==> src/rtl/vga_timing_gen_if.sv <==
// ---------------------------------------------------------------------------
// vga_timing_gen_if
//   Bundles the raster-enable input and all timing outputs of vga_timing_gen.
//   master : the timing generator (drives address, flags and syncs)
//   slave  : the consumer side (drives the enable, observes the outputs)
//
//   i_en          raster advance enable; low freezes the generator
//   o_vga_addr    linear pixel address y*H_ACTIVE+x (19 bits)
//   o_active      undelayed active-video flag, aligned with o_vga_addr
//   o_frame_start one-cycle pulse when the raster is at (0,0)
//   o_hsync       horizontal sync, delayed to match the RGB pipeline
//   o_vsync       vertical sync, delayed to match the RGB pipeline
//   o_blank_n     high in active video, delayed to match the RGB pipeline
// ---------------------------------------------------------------------------
interface vga_timing_gen_if;
  logic        i_en;
  logic [18:0] o_vga_addr;
  logic        o_active;
  logic        o_frame_start;
  logic        o_hsync;
  logic        o_vsync;
  logic        o_blank_n;

  modport master (
    input  i_en,
    output o_vga_addr,
    output o_active,
    output o_frame_start,
    output o_hsync,
    output o_vsync,
    output o_blank_n
  );

  modport slave (
    output i_en,
    input  o_vga_addr,
    input  o_active,
    input  o_frame_start,
    input  o_hsync,
    input  o_vsync,
    input  o_blank_n
  );
endinterface

==> src/rtl/vga_timing_gen.sv <==
// ---------------------------------------------------------------------------
// vga_timing_gen
//   VGA raster timing generator (640x480@60 by default) on the pixel clock.
//   Produces the linear frame-memory address plus an undelayed active flag
//   and frame-start pulse, and hsync/vsync/blank_n delayed by PIPE_DLY
//   enabled cycles so they line up with RGB returned by the memory stage.
//
//   i_vga_clk  pixel clock, the only clock
//   rst_n      synchronous active-low reset (priority over enable)
//   vif        vga_timing_gen_if.master: i_en in; o_vga_addr, o_active,
//              o_frame_start, o_hsync, o_vsync, o_blank_n out (all registered)
// ---------------------------------------------------------------------------
module vga_timing_gen #(
  parameter int H_ACTIVE = 640,
  parameter int H_FP     = 16,
  parameter int H_SYNC   = 96,
  parameter int H_BP     = 48,
  parameter int V_ACTIVE = 480,
  parameter int V_FP     = 10,
  parameter int V_SYNC   = 2,
  parameter int V_BP     = 33,
  parameter int SYNC_POL = 0,
  parameter int PIPE_DLY = 2
) (
  input  logic             i_vga_clk,
  input  logic             rst_n,
  vga_timing_gen_if.master vif
);

  localparam int H_TOTAL = H_ACTIVE + H_FP + H_SYNC + H_BP;
  localparam int V_TOTAL = V_ACTIVE + V_FP + V_SYNC + V_BP;
  localparam int HW      = $clog2(H_TOTAL);
  localparam int VW      = $clog2(V_TOTAL);

  localparam logic [HW-1:0] H_LAST    = HW'(H_TOTAL - 1);
  localparam logic [HW-1:0] H_ACT_END = HW'(H_ACTIVE);
  localparam logic [HW-1:0] HS_START  = HW'(H_ACTIVE + H_FP);
  localparam logic [HW-1:0] HS_END    = HW'(H_ACTIVE + H_FP + H_SYNC - 1);
  localparam logic [VW-1:0] V_LAST    = VW'(V_TOTAL - 1);
  localparam logic [VW-1:0] V_ACT_END = VW'(V_ACTIVE);
  localparam logic [VW-1:0] VS_START  = VW'(V_ACTIVE + V_FP);
  localparam logic [VW-1:0] VS_END    = VW'(V_ACTIVE + V_FP + V_SYNC - 1);

  localparam logic SYNC_ON  = (SYNC_POL != 0);
  localparam logic SYNC_OFF = (SYNC_POL == 0);

  // h_cnt_r/v_cnt_r hold the raster position that the next enabled edge
  // will present on the outputs; addr_nxt_r is the address for that
  // position. This is what lets the first enabled edge after reset show
  // (0,0) with frame_start and active already decoded.
  logic [HW-1:0] h_cnt_r;
  logic [VW-1:0] v_cnt_r;
  logic [18:0]   addr_nxt_r;

  logic [18:0]   addr_r;
  logic          active_r;
  logic          frame_start_r;
  logic          hsync_r;
  logic          vsync_r;
  logic          blank_n_r;

  logic          active_s;
  logic          origin_s;
  logic          h_last_s;
  logic          v_last_s;
  logic          hs_lvl_s;
  logic          vs_lvl_s;

  // Position decode: active window, sync levels and wrap points.
  always_comb begin
    active_s = 1'b0;
    origin_s = 1'b0;
    h_last_s = 1'b0;
    v_last_s = 1'b0;
    hs_lvl_s = SYNC_OFF;
    vs_lvl_s = SYNC_OFF;

    h_last_s = (h_cnt_r == H_LAST);
    v_last_s = (v_cnt_r == V_LAST);
    origin_s = (h_cnt_r == '0) && (v_cnt_r == '0);
    active_s = (h_cnt_r < H_ACT_END) && (v_cnt_r < V_ACT_END);

    if ((h_cnt_r >= HS_START) && (h_cnt_r <= HS_END)) begin
      hs_lvl_s = SYNC_ON;
    end else begin
      hs_lvl_s = SYNC_OFF;
    end

    if ((v_cnt_r >= VS_START) && (v_cnt_r <= VS_END)) begin
      vs_lvl_s = SYNC_ON;
    end else begin
      vs_lvl_s = SYNC_OFF;
    end
  end

  // Raster counters, address and the undelayed outputs.
  always_ff @(posedge i_vga_clk) begin
    if (!rst_n) begin
      h_cnt_r       <= '0;
      v_cnt_r       <= '0;
      addr_nxt_r    <= '0;
      addr_r        <= '0;
      active_r      <= 1'b0;
      frame_start_r <= 1'b0;
    end else if (vif.i_en) begin
      addr_r        <= addr_nxt_r;
      active_r      <= active_s;
      frame_start_r <= origin_s;

      if (h_last_s) begin
        h_cnt_r <= '0;
        if (v_last_s) begin
          v_cnt_r <= '0;
        end else begin
          v_cnt_r <= v_cnt_r + VW'(1);
        end
      end else begin
        h_cnt_r <= h_cnt_r + HW'(1);
      end

      // The address only advances past visible pixels, so during blanking
      // it already points at the first pixel of the next visible line.
      if (h_last_s && v_last_s) begin
        addr_nxt_r <= '0;
      end else if (active_s) begin
        addr_nxt_r <= addr_nxt_r + 19'd1;
      end else begin
        addr_nxt_r <= addr_nxt_r;
      end
    end else begin
      // Frozen: everything holds except the pulse, which must not stretch.
      frame_start_r <= 1'b0;
    end
  end

  generate
    if (PIPE_DLY == 0) begin : g_no_dly
      // Sync/blank registered straight from the decode, no extra lag.
      always_ff @(posedge i_vga_clk) begin
        if (!rst_n) begin
          hsync_r   <= SYNC_OFF;
          vsync_r   <= SYNC_OFF;
          blank_n_r <= 1'b0;
        end else if (vif.i_en) begin
          hsync_r   <= hs_lvl_s;
          vsync_r   <= vs_lvl_s;
          blank_n_r <= active_s;
        end else begin
          hsync_r   <= hsync_r;
          vsync_r   <= vsync_r;
          blank_n_r <= blank_n_r;
        end
      end
    end else begin : g_dly
      // Bit 0 carries the level of the position being presented now; the
      // output register takes the top bit, giving PIPE_DLY cycles of lag.
      logic [PIPE_DLY-1:0] hs_pipe_r;
      logic [PIPE_DLY-1:0] vs_pipe_r;
      logic [PIPE_DLY-1:0] bn_pipe_r;

      // Delay pipes for sync/blank, advanced only on enabled cycles.
      always_ff @(posedge i_vga_clk) begin
        if (!rst_n) begin
          hs_pipe_r <= {PIPE_DLY{SYNC_OFF}};
          vs_pipe_r <= {PIPE_DLY{SYNC_OFF}};
          bn_pipe_r <= '0;
          hsync_r   <= SYNC_OFF;
          vsync_r   <= SYNC_OFF;
          blank_n_r <= 1'b0;
        end else if (vif.i_en) begin
          hs_pipe_r <= PIPE_DLY'({hs_pipe_r, hs_lvl_s});
          vs_pipe_r <= PIPE_DLY'({vs_pipe_r, vs_lvl_s});
          bn_pipe_r <= PIPE_DLY'({bn_pipe_r, active_s});
          hsync_r   <= hs_pipe_r[PIPE_DLY-1];
          vsync_r   <= vs_pipe_r[PIPE_DLY-1];
          blank_n_r <= bn_pipe_r[PIPE_DLY-1];
        end else begin
          hs_pipe_r <= hs_pipe_r;
          vs_pipe_r <= vs_pipe_r;
          bn_pipe_r <= bn_pipe_r;
          hsync_r   <= hsync_r;
          vsync_r   <= vsync_r;
          blank_n_r <= blank_n_r;
        end
      end
    end
  endgenerate

  assign vif.o_vga_addr    = addr_r;
  assign vif.o_active      = active_r;
  assign vif.o_frame_start = frame_start_r;
  assign vif.o_hsync       = hsync_r;
  assign vif.o_vsync       = vsync_r;
  assign vif.o_blank_n     = blank_n_r;

endmodule

==> src/flat_wrapper.sv <==
// flat-port wrapper written by rule: the top's interface ports become plain ports
module vga_timing_gen_flat 
#(
  parameter int H_ACTIVE = 640,
  parameter int H_FP     = 16,
  parameter int H_SYNC   = 96,
  parameter int H_BP     = 48,
  parameter int V_ACTIVE = 480,
  parameter int V_FP     = 10,
  parameter int V_SYNC   = 2,
  parameter int V_BP     = 33,
  parameter int SYNC_POL = 0,
  parameter int PIPE_DLY = 2
)
  (i_vga_clk, rst_n, vif_i_en, vif_o_vga_addr, vif_o_active, vif_o_frame_start, vif_o_hsync, vif_o_vsync, vif_o_blank_n);
  vga_timing_gen_if vif_i ();
  input  logic i_vga_clk;
  input  logic rst_n;
  input wire logic [$bits(vif_i.i_en)-1:0] vif_i_en;
  output wire logic [$bits(vif_i.o_vga_addr)-1:0] vif_o_vga_addr;
  output wire logic [$bits(vif_i.o_active)-1:0] vif_o_active;
  output wire logic [$bits(vif_i.o_frame_start)-1:0] vif_o_frame_start;
  output wire logic [$bits(vif_i.o_hsync)-1:0] vif_o_hsync;
  output wire logic [$bits(vif_i.o_vsync)-1:0] vif_o_vsync;
  output wire logic [$bits(vif_i.o_blank_n)-1:0] vif_o_blank_n;
  assign vif_i.i_en = vif_i_en;
  assign vif_o_vga_addr = vif_i.o_vga_addr;
  assign vif_o_active = vif_i.o_active;
  assign vif_o_frame_start = vif_i.o_frame_start;
  assign vif_o_hsync = vif_i.o_hsync;
  assign vif_o_vsync = vif_i.o_vsync;
  assign vif_o_blank_n = vif_i.o_blank_n;
  vga_timing_gen #(.H_ACTIVE(H_ACTIVE), .H_FP(H_FP), .H_SYNC(H_SYNC), .H_BP(H_BP), .V_ACTIVE(V_ACTIVE), .V_FP(V_FP), .V_SYNC(V_SYNC), .V_BP(V_BP), .SYNC_POL(SYNC_POL), .PIPE_DLY(PIPE_DLY)) u_core (.i_vga_clk(i_vga_clk), .rst_n(rst_n), .vif(vif_i));
endmodule
==> config.mk <==
export PLATFORM = sky130hd
export DESIGN_NAME = vga_timing_gen_flat
export DESIGN_NICKNAME = d
export VERILOG_FILES = /design/src/rtl/vga_timing_gen_if.sv /design/src/rtl/vga_timing_gen.sv /design/src/flat_wrapper.sv
export SDC_FILE = /design/constraint.sdc
export NUM_CORES = 1
export LEC_CHECK = 0
export BUFFER_PORTS_ARGS = -buffer_cell sky130_fd_sc_hd__buf_2
export CORE_MARGIN = 2
export CORE_UTILIZATION = 45
export CTS_CLUSTER_SIZE = 12
export DETAILED_ROUTE_END_ITERATION = 8
export PLACE_DENSITY = 0.65
export REMOVE_ABC_BUFFERS = 1
export SETUP_SLACK_MARGIN = 0.5
export SYNTH_ARGS = -nofsm -noshare
export SYNTH_HDL_FRONTEND = slang
export SYNTH_SLANG_ARGS = --single-unit
==> constraint.sdc <==
create_clock -name i_vga_clk -period 2.05 [get_ports i_vga_clk]
set_input_delay 0 -clock i_vga_clk [delete_from_list [all_inputs] [get_ports i_vga_clk]]
set_output_delay 0 -clock i_vga_clk [all_outputs]
set_load 0.01 [all_outputs]
# [Word-level counts from Yosys, hierarchy flattened]
# Cells that the tools add are included.
[totals] reg_bits=69 inputBits=3 output_inout_bits=24 wordCells=40
[op_classes] n_addsub=3 order_cmp=6 n_eq_ne=2 muxes=6 reduce_logical=11
[ops] cell="19-bit 2-to-1 mux" n=2
[ops] cell="10-bit by 1-bit adder with 10-bit output, second input constant" n=2
[ops] cell="10-bit == test, second input constant" n=2
[ops] cell="10-bit zero test" n=2
[ops] cell="10-bit 2-to-1 mux" n=2
[ops] cell="19-bit by 1-bit adder with 19-bit output, second input constant" n=1
[ops] cell="10-bit greater-or-equal comparator, second input constant" n=1
[ops] cell="10-bit by 9-bit greater-or-equal comparator with 1-bit output, second input constant" n=1
[ops] cell="10-bit <= comparator, second input constant" n=1
[ops] cell="10-bit by 9-bit <= comparator with 1-bit output, second input constant" n=1
[ops] cell="10-bit < comparator, second input constant" n=1
[ops] cell="10-bit by 9-bit < comparator with 1-bit output, second input constant" n=1
[ops] cell="2-bit AND reduction" n=3
[ops] cell="1-bit logical AND" n=5
[ops] cell="1-bit 2-to-1 mux" n=2
[ops] cell="2-bit nonzero test" n=1

# [Logic depth before layout (Yosys ltp)]
[logic_depth] depth_word=4 mapped_depth=8 mapped_depth_nobuf=7

# [Worst setup path after synthesis]
# OpenSTA, ideal clock, no wires.
[synth_path] path_kind="flip-flop to flip-flop" startpoint="register u_core.h_cnt_r[0]" endpoint="register u_core.addr_nxt_r[10]" setup_ns=0.070 t_arrival_ns=1.914 t_required_ns=1.980 setup_slack_ns=0.065 path_stages_with_launch=8 n_path_buf=1 period_less_slack_ns=1.985 cell_sequence="dfxtp_1 ha_1 nand4_2 nor4_4 a21boi_2 clkbuf_1 or3_1 a21oi_1"
[synth_via] elab_chain_len=4 word_cells_on_any_way=7
[synth_rtl] item="from (decl)" line_no="vga_timing_gen.sv:51" source="logic [HW-1:0] h_cnt_r;"
[synth_rtl] item="from (signal assigned)" line_no="vga_timing_gen.sv:118" source="h_cnt_r <= h_cnt_r + HW'(1);"
[synth_rtl] item="10-bit < comparator / 10-bit == test (equally long branches)" line_no="vga_timing_gen.sv:81, vga_timing_gen.sv:78"
[synth_rtl] item="1-bit logical AND, on equally long branches" line_no="vga_timing_gen.sv:81, vga_timing_gen.sv:123"
[synth_rtl] item="2-bit nonzero test (no line)"
[synth_rtl] item="2-bit AND reduction (no line)"
[synth_rtl] item="to (signal assigned)" line_no="vga_timing_gen.sv:126" source="addr_nxt_r <= addr_nxt_r + 19'd1;"
[synth_rtl] item="to (signal assigned)" line_no="vga_timing_gen.sv:128" source="addr_nxt_r <= addr_nxt_r;"
[synth_rtl] item="to (decl)" line_no="vga_timing_gen.sv:53" source="logic [18:0] addr_nxt_r;"
# Several ways; a longest one is shown, not always the timed one.
# A chain may end at the register's enable or synchronous reset.

# [Worst setup path in the final report]
[layout_path] startpoint="register u_core.h_cnt_r[1]" endpoint="register u_core.addr_nxt_r[18]"
# The elaborated chain is that of the path after synthesis.

==> summary.txt <==
Run status
  • Status: completed

CTS
  • CTS H-tree depth: 3
  • Skew-Pair Late Insertion Delay: 0.35 ns
  • Clk sinks: 68
  • Root buffer cell: clkbuf_8
  • CTS Buf Count: 9
  • Clk slew on worst S/H paths: 0.07 ns
  • Clock buffer depth: 2
  • CTS tree: yes

Synthesis
  • Most common flop cell mapped by yosys: dfxtp_1
  • Largest cells by area after synthesis: dfxtp_1, mux2i_1, nor2b_1
  • Most frequent cell after synthesis: dfxtp_1
  • EDFF count, synth: 0
  • Sequential-to-total area share from yosys stat: 44.96%
  • Synth cell count leaders: dfxtp_1, mux2i_1, nand2_1, nor2b_1, nor2_1
  • FFs w/ async S/R, synth: 0%
  • Yosys top cell area share: 44.96%
  • Yosys reg bits: 68
  • Post-synth cell types: 39
  • Post-Syn Area: 3028 µm²
  • Synth Area per Inst: 9.039 µm²
  • Area leader, netlist: dfxtp_1
  • Gate Count Post-Synth: 335
  • Synth warn: 0

Critical path
  • Cell family with most CP delay: simple AND/OR/NAND/NOR gates
  • Data required time of the worst path: 2.34 ns
  • CP peak stage delay: 0.52 ns
  • RR Startpoint: u_core.h_cnt_r[1]
  • Crit path from: u_core.h_cnt_r[1]
  • FF-to-FF End: u_core.addr_nxt_r[18]
  • Crit-path cells: ha_4 -> nand4_4 -> nor4_4 -> a21boi_4 -> buf_12 -> or4_1 -> a21oi_2
  • Worst setup path end: u_core.addr_nxt_r[18]
  • Worst r2r path cells: 7
  • WS Path Type: flop to flop
  • Crit path depth: 7
  • Maximum fanout along the worst path: 7
  • WP buf/inv: 1
  • Crit-path slowest cell: or4_1
  • Crit end category: flop
  • WP data arrival: 2.23 ns
  • Reg-to-reg slack, setup: 0.11 ns
  • Startpoint types: flop

STA
  • Setup_tns: 0 ns
  • WHS: 0.07052 ns
  • Period utilisation layout: 94.73%
  • Hold Fails Final Rpt: 0
  • RSZ-0062 raised after global routing: true
  • Clk_skew: 0.005906 ns
  • Slew margin rel.: 64.83%
  • Final setup viols: 0
  • Tmin final: 1.942 ns
  • Max Slew Vio Count: 0
  • Fmax: 515.0 MHz
  • Worst Tran Pin Value: 0.5234 ns

Power
  • P_int: 1.976 mW
  • P per Cell Area: 651.4 nW/µm²
  • Reg power frac: 52.0%
  • Static Leak: 1.592 nW
  • Peak supply drop: 295.4 µV
  • Logic gate share of total power: 6.7%
  • Final total power: 2.589 mW
  • Switch Pwr: 0.6138 mW
  • Net Sw Frac: 23.71%
  • Clock share of power: 41.3%

Place
  • GP Congestion: 0.8157
  • Placed cells: 443
  • I/O Buffers: 26
  • Post-DP HPWL: 4.157 mm
  • DP Area: 3367 µm²

Global routing
  • Vias in the first global route: 2397
  • Tot GR Track Use: 18.61%
  • Initial antenna violation count: 0
  • GR Overflow Total: 0
  • Pin count of the biggest net entering global routing: 27
  • First-pass GRT wire length: 10.95 mm

Drt
  • Via count: 2599
  • Drt initial violations: 164
  • DR pass1 iterations: 4
  • WL/cell: 14.14 µm
  • Detail Route Antenna Nets: 0
  • DRC viols: 0
  • Vias per cell: 5.460
  • WL final: 6.732 mm

Die
  • Die W: 86.03 µm
  • Core area: 6422 µm²
  • Die ar.: 7401 µm²
  • Die height: 86.03 µm
  • Initial core utilization: 47.15%
  • Io pins: 27
  • Row count: 29

Final layout
  • Proportion of layout cells with a drive suffix above 1: 31.58%
  • Antenna cells: 0
  • Fin area: 3975 µm²
  • NumNets Final: 403
  • Area Overhead vs Synth: 31.28%
  • Non-Filler Instances: 476

Min path
  • Hold Crit Class: primary input to flop
  • Hold Crit Start: rst_n

Job
  • Max_cap viols: 0
## layout make-up
class	instances	area [µm²]
Clock inverter	7	67.56
Fill cell	541	2447
Tap cell	77	96.34
Inverter	7	26.28
Sequential cell	68	1368
Multi-Input combinational cell	243	1775
Timing Repair Buffer	65	518.0
Clock buffer	9	123.9
## power by group through the flow
stage / Sequential (mW) / Combinational (mW) / Clock (mW)
2_1_floorplan: 1.38 / 0.0590 / 0
3_3_place_gp: 1.37 / 0.132 / 0
3_5_place_dp: 1.37 / 0.134 / 0
4_1_cts: 1.34 / 0.160 / 1.10
5_1_grt: 1.35 / 0.188 / 1.15
6_report: 1.35 / 0.173 / 1.07
## layer usage
metal,up-vias,routed length [µm],global-route usage (%)
met5,-,0,0
met4,0,127,8.225
met3,11,276,3.946
met2,54,3132,28.33
met1,1233,3195,25.36
li1,1301,-,-
## placed cells by master (no fill, tap or decap), drive strengths merged
master	n
nor3	1
clkinv	6
a21boi	4
nor2	22
clkbuf	10
and3	9
o22ai	1
o211ai	1
o21ai	18
buf	64
nand3	12
nor4	6
nand3b	3
bufinv	1
dfxtp	68
or2	3
or4	5
xor2	10
nand2b	4
a21oi	20
nor2b	23
xnor2	7
a31oi	1
inv	7
nand2	24
o31ai	5
nand4b	1
nor4b	2
nand4	13
o2111a	1
mux2i	25
or3	12
ha	6
and2	4
## worst min path at each step
stage / end / slack (ns) / cells after the start
2_1_floorplan: u_core.g_dly.hs_pipe_r[0] / 0.06 / 1
3_3_place_gp: u_core.vif.o_vsync / 0.39 / 2
3_5_place_dp: u_core.vif.o_vsync / 0.40 / 2
4_1_cts: u_core.vif.o_vsync / 0.07 / 2
5_1_grt: u_core.vif.o_vsync / 0.09 / 2
6_report: u_core.vif.o_vsync / 0.07 / 2
## flip-flops by register name, summed over array words and instances (netlist names), 2 cells and up
register / count
u_core.addr_nxt_r: 19
u_core.g_dly.bn_pipe_r: 2
u_core.g_dly.hs_pipe_r: 2
u_core.g_dly.vs_pipe_r: 2
u_core.h_cnt_r: 10
u_core.v_cnt_r: 10
u_core.vif.o_vga_addr: 19
## through the flow
stage	utilization, %	setup WS, ns
2_1_floorplan	-	-0.4072
3_3_place_gp	52.43	0.07891
3_5_place_dp	52.43	0.005439
4_1_cts	58.80	0.1678
5_1_grt	61.89	0.04682
6_report	61.89	0.1081
## worst register-to-register path, cell delays in order, from the launching register on
cell	delay [ns]
dfxtp_2	0.37
ha_4	0.16
nand4_4	0.09
nor4_4	0.36
a21boi_4	0.12
buf_12	0.15
or4_1	0.52
a21oi_2	0.12
## logic make-up (layout without fill, tap and decap cells)
family	count (synthesis)	after routing	synth area share (%)
flops	68	68	44.96
compound gates	51	51	9.670
simple gates	144	144	26.69
fa+ha+maj	6	6	2.479
xor+xnor	17	17	4.917
buf+inv	24	88	3.016
mux	25	25	8.264
## repair_timing
item,CTS,global route
cloned,3,1
gates resized for setup,30,37
buffers inserted,11,2
setup endpoints to repair,35,37
hold buffers,0,0
endpoints found under the hold margin,0,0
pin swaps,20,33
No activity file was read; power rests on OpenSTA's default activity.
